[config.mk]
export PLATFORM = sky130hd
export DESIGN_NAME = bisqrt_addie_array
export DESIGN_NICKNAME = d
export VERILOG_FILES = /design/src/rtl/bisqrt_pkg.sv /design/src/rtl/bisqrt_addie_ch.sv /design/src/rtl/bisqrt_addie_array.sv
export SDC_FILE = /design/constraint.sdc
export NUM_CORES = 1
export LEC_CHECK = 0
export CELL_PAD_IN_SITES_DETAIL_PLACEMENT = 1
export CELL_PAD_IN_SITES_GLOBAL_PLACEMENT = 2
export CORE_MARGIN = 2
export CORE_UTILIZATION = 41
export CTS_CLUSTER_DIAMETER = 50
export DETAILED_ROUTE_END_ITERATION = 7
export PLACE_DENSITY = 0.95
export SLEW_MARGIN = 20
export SYNTH_ARGS = -nofsm -noshare
export SYNTH_HDL_FRONTEND = slang
export SYNTH_HIERARCHICAL = 1
export SYNTH_SLANG_ARGS = --single-unit
[constraint.sdc]
create_clock -name clk -period 11.1 [get_ports clk]
set_input_delay 2.22 -clock clk [delete_from_list [all_inputs] [get_ports clk]]
set_output_delay 2.22 -clock clk [all_outputs]
set_load 0.02 [all_outputs]
[src/rtl/bisqrt_pkg.sv]
`default_nettype none
// +-----------------------------------------------------------------------+
// | bisqrt_pkg                                                            |
// | Shared types, reset constants and saturating helpers for bisqrt.      |
// | Revision: 1.0                                                         |
// +-----------------------------------------------------------------------+
package bisqrt_pkg;

   localparam int KW = 8;

   typedef logic [KW-1:0] cnt_t;

   localparam cnt_t CNT_INIT = cnt_t'(1 << (KW - 1));

   function automatic cnt_t sat_inc(input cnt_t v);
      return (v == '1) ? v : cnt_t'(v + cnt_t'(1));
   endfunction

   function automatic cnt_t sat_dec(input cnt_t v);
      return (v == '0) ? v : cnt_t'(v - cnt_t'(1));
   endfunction

   // Clamp to the range of a two's-complement value of the given width.
   function automatic int sat_s(input int v, input int bits);
      int lo;
      int hi;
      lo = -(1 << (bits - 1));
      hi = (1 << (bits - 1)) - 1;
      if (v < lo) return lo;
      if (v > hi) return hi;
      return v;
   endfunction

endpackage
`default_nettype wire

[src/rtl/bisqrt_addie_ch.sv]
`default_nettype none
// +-----------------------------------------------------------------------+
// | bisqrt_addie_ch                                                       |
// | One stochastic sqrt channel: B2U converter, ADDIE kernel, U2B output. |
// | Revision: 1.0                                                         |
// +-----------------------------------------------------------------------+
module bisqrt_addie_ch
   import bisqrt_pkg::*;
#(
   parameter int DEP_B2U = 3,
   parameter int DEP_SQ  = 1
)(
   input  logic          clk,
   input  logic          rst,
   input  logic          en,
   input  logic          clr,
   input  logic          bipolar,
   input  logic [KW-1:0] rand_num,
   input  logic          in_bit,
   output logic          out_bit
);

   logic signed [DEP_B2U-1:0] acc_q, acc_d;
   logic                      in_u_q, in_u_d;
   cnt_t                      cnt_q, cnt_d;
   logic                      k_q, k_d;
   logic [DEP_SQ-1:0]         dly_q, dly_d;
   logic                      t_q, t_d;
   logic                      out_q, out_d;

   int   b2u_pre;
   logic b2u_u;
   logic sq;

   generate
      if (DEP_SQ == 1) begin : g_dly1
         assign dly_d = k_q;
      end else begin : g_dlyn
         assign dly_d = {dly_q[DEP_SQ-2:0], k_q};
      end
   endgenerate

   // Squared estimate: the kernel bit ANDed with an older copy of itself.
   assign sq = k_q & dly_q[DEP_SQ-1];

   always_comb begin
      b2u_pre = int'(acc_q) + (in_bit ? 1 : -1);
      b2u_u   = (b2u_pre >= 1);
      acc_d   = DEP_B2U'(sat_s(b2u_pre - int'(b2u_u), DEP_B2U));
      in_u_d  = bipolar ? b2u_u : in_bit;

      cnt_d = cnt_q;
      case ({in_u_q, sq})
         2'b10:   cnt_d = sat_inc(cnt_q);
         2'b01:   cnt_d = sat_dec(cnt_q);
         default: cnt_d = cnt_q;
      endcase

      k_d   = (cnt_q > rand_num);
      t_d   = k_q ? t_q : ~t_q;
      out_d = bipolar ? (k_q | t_q) : k_q;
   end

   always_ff @(posedge clk or posedge rst) begin
      if (rst) begin
         acc_q  <= '0;
         in_u_q <= 1'b0;
         cnt_q  <= CNT_INIT;
         k_q    <= 1'b0;
         dly_q  <= '0;
         t_q    <= 1'b0;
         out_q  <= 1'b0;
      end else if (clr) begin
         acc_q  <= '0;
         in_u_q <= 1'b0;
         cnt_q  <= CNT_INIT;
         k_q    <= 1'b0;
         dly_q  <= '0;
         t_q    <= 1'b0;
         out_q  <= 1'b0;
      end else if (en) begin
         acc_q  <= acc_d;
         in_u_q <= in_u_d;
         cnt_q  <= cnt_d;
         k_q    <= k_d;
         dly_q  <= dly_d;
         t_q    <= t_d;
         out_q  <= out_d;
      end
   end

   assign out_bit = out_q;

endmodule
`default_nettype wire

[src/rtl/bisqrt_addie_array.sv]
`default_nettype none
// +-----------------------------------------------------------------------+
// | bisqrt_addie_array                                                    |
// | CH-channel stochastic square root with enable, clear and warm-up flag.|
// | Revision: 1.0                                                         |
// +-----------------------------------------------------------------------+
module bisqrt_addie_array
   import bisqrt_pkg::*;
#(
   parameter int CH      = 4,
   parameter int W       = KW,
   parameter int DEP_B2U = 3,
   parameter int DEP_SQ  = 1,
   parameter int WARMUP  = 256
)(
   input  logic            clk,
   input  logic            rst,
   input  logic            en,
   input  logic            clr,
   input  logic            bipolar,
   input  logic [CH*W-1:0] randNum,
   input  logic [CH-1:0]   in,
   output logic [CH-1:0]   out,
   output logic            valid
);

   localparam int            CW     = $clog2(WARMUP + 1);
   localparam logic [CW-1:0] WU_MAX = CW'(WARMUP);

   logic [CW-1:0] wu_q, wu_d;

   generate
      for (genvar c = 0; c < CH; c++) begin : g_ch
         bisqrt_addie_ch #(
            .DEP_B2U (DEP_B2U),
            .DEP_SQ  (DEP_SQ)
         ) u_ch (
            .clk      (clk),
            .rst      (rst),
            .en       (en),
            .clr      (clr),
            .bipolar  (bipolar),
            .rand_num (randNum[c*W +: W]),
            .in_bit   (in[c]),
            .out_bit  (out[c])
         );
      end
   endgenerate

   always_comb begin
      wu_d = wu_q;
      if (wu_q != WU_MAX) wu_d = wu_q + CW'(1);
   end

   always_ff @(posedge clk or posedge rst) begin
      if (rst) begin
         wu_q <= '0;
      end else if (clr) begin
         wu_q <= '0;
      end else if (en) begin
         wu_q <= wu_d;
      end
   end

   assign valid = (wu_q == WU_MAX);

endmodule
`default_nettype wire

### Word-level counts from Yosys, hierarchy flattened

Cells that the tools add are included.

* output and inout port bits: 5
* bits in registers: 73
* input bits: 41
* logic and storage cells: 234

* bitwise logic cells: 12
* equality and inequality tests: 26
* reductions and logical operators: 19
* $add $sub $neg: 17
* $lt $le $gt $ge: 16
* mux-type cells: 115

Operators by type and width (count)
* $add 3x32->32: 4
* $ge 32x2->1 const B: 4
* $gt 32x3->1 const B: 4
* $lt 32x3->1 const B: 4
* $mux 32: 4
* $mux 8: 16
* $sub 32x2->32: 4
* $mux 3: 24
* $mux 1: 64
* $pmux 8 s2: 4
* $add 8x1->8 const B: 4
* $eq 8x8->1 const B: 4
* $gt 8x8->1: 4
* $logic_not 8->1: 4
* $sub 8x1->8 const B: 4
* $mux 9: 3
* $ne 3x3->1 const B: 8
* $reduce_and 4->1: 4
* $reduce_bool 3->1: 4
* $reduce_and 2->1: 5
* $add 9x1->9 const B: 1
* $eq 9x9->1 const B: 1
* $ne 9x9->1 const B: 1
* $eq 2x1->1 const B: 4
* 6 further kinds: 22

### Longest topological paths before layout

* depth in word-level cells: 11
* mapped depth: 18
* gate-level depth less buffers: 18

### By module

Netlist, hierarchy kept.

By module, submodules not included
* bisqrt_addie_ch (g_ch[1].u_ch ...): cells each 205, sequential area each 401.6 um^2, times used 2, area each 1803.0 um^2
* bisqrt_addie_ch (g_ch[0].u_ch): cells each 202, sequential area each 401.6 um^2, times used 1, area each 1778.0 um^2
* bisqrt_addie_ch (g_ch[2].u_ch): cells each 202, sequential area each 401.6 um^2, times used 1, area each 1767.9 um^2
* bisqrt_addie_array: cells each 54, sequential area each 225.2 um^2, times used 1, area each 519.2 um^2

### Worst setup path after synthesis

Ideal clock, no wire load.

* path type: input-to-reg
* from: input in[1]
* to: register g_ch[1].u_ch.acc_q[0]
* setup time: 0.126 ns
* arrival: 6.013 ns
* data required time: 10.974 ns
* stages: 15
* buffers on the path: 0
* path slack: 4.961 ns
* path through: inv_1 > ha_1 > a21o_2 > a21o_1 > fa_1 > or4b_4 > nor4_1 > a21oi_1 > ha_1 > or2_2 > a211o_1 > a2111oi_0 > a211oi_1 > nor2b_1 > o31ai_1

* longest elaborated chain between the ends: 11
* elaborated cells between the ends (all ways): 14
* those cells by class: add/sub: 2; order compare: 3; mux: 9

Ends and longest elaborated chain
* start: declaration: RTL line bisqrt_addie_array.sv:22 `input logic [CH-1:0] in,`
* $mux 32 (*): RTL line bisqrt_addie_ch.sv:47 `b2u_pre = int'(acc_q) + (in_bit ? 1 : -1);`
* $add 3x32->32 (*): RTL line bisqrt_addie_ch.sv:47
* $ge 32x2->1: RTL line bisqrt_addie_ch.sv:48 `b2u_u = (b2u_pre >= 1);`
* $sub 32x2->32 (*): RTL line bisqrt_addie_ch.sv:49 `acc_d = DEP_B2U'(sat_s(b2u_pre - int'(b2u_u), DEP_B2U));`
* $gt 32x3->1: RTL line bisqrt_pkg.sv:30 `if (v > hi) return hi;`
* $mux 1 (2 in a row): RTL line bisqrt_pkg.sv:30
* $mux 3: RTL line bisqrt_pkg.sv:31 `return v;`
* $mux 3 (*): RTL line bisqrt_pkg.sv:30
* $mux 3 (*): RTL line bisqrt_addie_ch.sv:81 `end else if (en) begin`
* $mux 3 (*): RTL line bisqrt_addie_ch.sv:73 `end else if (clr) begin`
* end signal: assignment: RTL line bisqrt_addie_ch.sv:66 `acc_q <= '0;`
* end signal: assignment: RTL line bisqrt_addie_ch.sv:74 `acc_q <= '0;`
* end signal: assignment: RTL line bisqrt_addie_ch.sv:82 `acc_q <= acc_d;`
* end: declaration: RTL line bisqrt_addie_ch.sv:23 `logic signed [DEP_B2U-1:0] acc_q, acc_d;`

Mark *: on every way between the ends. The rest lies on a longest branch, timed or not. The select of a mux whose other input is x is not followed.
A chain may end at the register's enable or synchronous reset.

### Worst setup path in the final report

* from: input in[3]
* to: register g_ch[3].u_ch.acc_q[0]

* longest elaborated chain between the ends: 11
* elaborated cells between the ends (all ways): 14
* those cells by class: add/sub: 2; order compare: 3; mux: 9

Ends and longest elaborated chain (RTL line)
* $mux 32 (*): bisqrt_addie_ch.sv:47
* $add 3x32->32 (*): bisqrt_addie_ch.sv:47
* $ge 32x2->1: bisqrt_addie_ch.sv:48
* $sub 32x2->32 (*): bisqrt_addie_ch.sv:49
* $gt 32x3->1: bisqrt_pkg.sv:30
* $mux 1 (2 in a row): bisqrt_pkg.sv:30
* $mux 3: bisqrt_pkg.sv:31
* $mux 3 (*): bisqrt_pkg.sv:30
* $mux 3 (*): bisqrt_addie_ch.sv:81
* $mux 3 (*): bisqrt_addie_ch.sv:73
* end signal: assignment: bisqrt_addie_ch.sv:66
* end signal: assignment: bisqrt_addie_ch.sv:74
* end signal: assignment: bisqrt_addie_ch.sv:82
* end: declaration: bisqrt_addie_ch.sv:23

Marks and branches as above.

==> results.md <==
* DR top layer: met4
* ANT cells at 0
* Outcome: finished, final reports clean
* Die W at between 100 and 150 µm
* Antenna violations before repair at 0
* Number of setup buffers added after CTS at 0
* Static leakage at 3.93 nW
* RD Place Congestion at between 0.8 and 0.9
* Nature of the critical path startpoint: input port
* DRT Pass-1 Iters at 4
* Number of DRC markers in iteration 0 at 241
* Count of antenna-violating nets left after detailed routing at 0
* Number of distinct library cells after synthesis at just over 80
* Clock root cell: clkbuf_16
* Core ar. at roughly 19000 µm²
* Hold buffers post-CTS at 0
* Met3 WL at about 260 µm
* Setup TNS at 0 ns
* Syn Area/Cell at 8.84 µm²
* Hold Slack at approximately 0.53 ns
* Fin nets at ~1100
* Port bufs at 45
* Placed cells at 1136
* Unrepaired setup endpoints after global routing: no
* Post-Route WL at between 15000 and 20000 µm
* Clk_skew at approximately 0.004 ns
* Met2 wire len at 9360 µm
* Final setup violation count at 0
* All-layer global routing usage at 0.194
* CP delay by family, top: adder cells
* F_max at ~140 MHz
* Register area share after synthesis at 0.239
* I/O Pins at 46
* Post_cts resized at 0
* Worst-path clk slew at roughly 0.060 ns
* Cells after synthesis at around 870
* DPL Wire Length at between 10000 and 15000 µm
* Ys async rst share at 1.00
* Die area at between 15000 and 20000 µm²
* DR vias/cell at approximately 5.6
* Largest net degree at the start of global routing at between 70 and 80
* Buf+Inv Stages, Crit Path at 3
* DR WL/cell at around 16 µm
* Crit-path max FO at 7
* Number of global-route vias before repair at about 6800
* First-pass GRT wire length at 32300 µm
* Share of cells above drive strength 1 at 0.0773
* Final period util at 0.644
* Critical path capture point type: register
* Die H at roughly 140 µm
* PD cells at slightly above 100 nW/µm²
* Wl on met1 at between 8000 and 9000 µm
* H-tree levels at 3
* Main synth FF type: dfrtp_1
* CTS sink count at 73
* CTS tree: built
* Number of flops mapped to enable cells by yosys at 0
* Tot Pwr at ~0.89 mW
* GR Overflow Total at 0
* Yosys Warn Count at 6
* Slew HR at 0.462
* Slew Viols, Final at 0
* Path category of the worst min-delay check: reg -> reg
* Crit path kind: in -> reg
* Max incr delay on CP at slightly below 0.8 ns
* Max clock buf depth at 2
* Worst-Margin Slew at 0.807 ns
* Via count at around 6400
* Row cnt at 50
* Max Cap Viol at 0
* Total CTS buffers at 9
* Area delta synth->final at 13.3%
* CP max-delay cell: clkdlybuf4s50_1
* Peak VDD IR at 68.9 µV
* Syn nets at 1023
* DRC violations left at 0
* Area post-placement at between 8000 and 9000 µm²
* Hold Vio Cnt, Final at 0
* CP cell instances: clkdlybuf4s50_1 > inv_1 > ha_1 > a21o_2 > a21o_1 > inv_1 > fa_1 > fa_1 > nand4b_1 > nor4_1 > a21oi_1 > ha_1 > or2_2 > a211o_1 > a2111oi_0 > a211oi_1 > nor2b_1 > o31ai_1
* Latest clock arrival within the worst-skew pair at roughly 0.33 ns
* Clock period minus worst slack at around 7.2 ns
* Data arrival time of the critical path at 7.36 ns
* Critical path required time at ~11 ns
* Filler cells at 2185
* Design area at between 8000 and 9000 µm²
* Syn Std Cell Area at 7670 µm²
* Yosys reg bits at between 70 and 80
* Layout Cells excl Fill at 1152
* Initial Util at 0.414
synth_stat cells (16+ instances only):
master	instances	area share
inv_1	99	0.048
nor2_1	82	0.040
nor2b_1	16	0.013
nand3_1	28	0.018
xnor2_1	37	0.042
a21o_1	19	0.019
a211oi_1	18	0.018
o21ai_0	18	0.012
nor3_1	18	0.012
ha_1	82	0.13
nand2_1	55	0.027
mux2i_1	27	0.035
dfrtp_1	69	0.23
fa_1	32	0.084
a21oi_1	41	0.027
cell usage in the layout (no fill, tap or decap), drive strengths merged, types with 13 or more instances in the layout:
cell type and n:
inv 101, nor2 82, ha 82, dfrtp 69
nand2 56, clkdlybuf4s50 43, a21oi 42, xnor2 37
fa 32, nand3 28, mux2i 27, nor3 23
a21o 21, o21ai 21, a211oi 18, nor2b 16
nand2b 15, nand4 13
worst reg2reg max path: stages (launching register included):
cell and delay (ns):
dfrtp_1 0.43, ha_1 0.34, a21o_2 0.15, a21o_1 0.16, inv_1 0.07, fa_1 0.38
fa_1 0.54, nand4b_1 0.25, nor4_1 0.34, a21oi_1 0.16, ha_1 0.30, or2_2 0.32
a211o_1 0.28, a2111oi_0 0.41, a211oi_1 0.16, nor2b_1 0.14, o31ai_1 0.09
cell families (layout without fill, tap and decap cells):
family,after synthesis,after routing,share of synthesized area
buffers and inverters,115,165,0.0574
adder cells (fa/ha/maj),114,114,0.217
XOR/XNOR,46,46,0.0525
flip-flops,73,73,0.239
multiplexers,30,30,0.0396
AO/OA/AOI/OAI,182,182,0.166
AND/OR/NAND/NOR,308,308,0.228
sequential cells by signal (all words and copies together) (netlist names):
| register | count |
|---|---|
| g_ch.u_ch/acc_q | 12 |
| g_ch.u_ch/cnt_q | 32 |
| g_ch.u_ch/dly_d | 4 |
| g_ch.u_ch/dly_q | 4 |
| g_ch.u_ch/in_u_q | 4 |
| g_ch.u_ch/out_bit | 4 |
| g_ch.u_ch/t_q | 4 |
| wu_q | 9 |
per-stage QoR:
| step | worst slack, ns | util |
|---|---|---|
| floorplan | 4.96 | - |
| global placement | 3.80 | 0.452 |
| detailed placement | 3.60 | 0.452 |
| CTS | 3.93 | 0.469 |
| global route | 3.50 | 0.469 |
| finish | 3.95 | 0.469 |
worst paths after layout:
kind	start	endpoint	slack, ns	depth (start not counted)
setup / recovery	in[3]	g_ch[3].u_ch/acc_q[0]	3.95	18
hold / removal	g_ch[0].u_ch/dly_q	g_ch[0].u_ch/dly_q	0.53	2
setup reg to reg	g_ch[3].u_ch/acc_q[1]	g_ch[3].u_ch/acc_q[0]	6.45	16
hold reg to reg	g_ch[0].u_ch/dly_q	g_ch[0].u_ch/dly_q	0.53	2
max in group asynchronous	rst	g_ch[2].u_ch/cnt_q[6]	8.26	2
min in group asynchronous	rst	wu_q[2]	2.32	2
area by class of cell:
type / instances / area [µm²] / share of cell area
Timing Repair Buffer: 50 / 478 / 0.0550
Clock inverter: 6 / 90.1 / 0.0104
Sequential cell: 73 / 1830 / 0.211
Tap cell: 234 / 293 / 0.0337
Clock buffer: 10 / 229 / 0.0263
Multi-Input combinational cell: 680 / 5400 / 0.621
Inverter: 99 / 372 / 0.0428
power by group:
part / total [mW] / internal (mW) / switching (mW)
combinational: 0.285 / 0.123 / 0.162
clock: 0.310 / 0.198 / 0.112
sequential: 0.296 / 0.278 / 0.0175
per-layer routing:
layer  up-vias  track usage
met5         -            0
met4         0       0.0463
met3        23       0.0211
met2        44        0.347
met1      3185        0.252
li1       3168            -
Note: power is estimated with default switching activity, not from simulation.
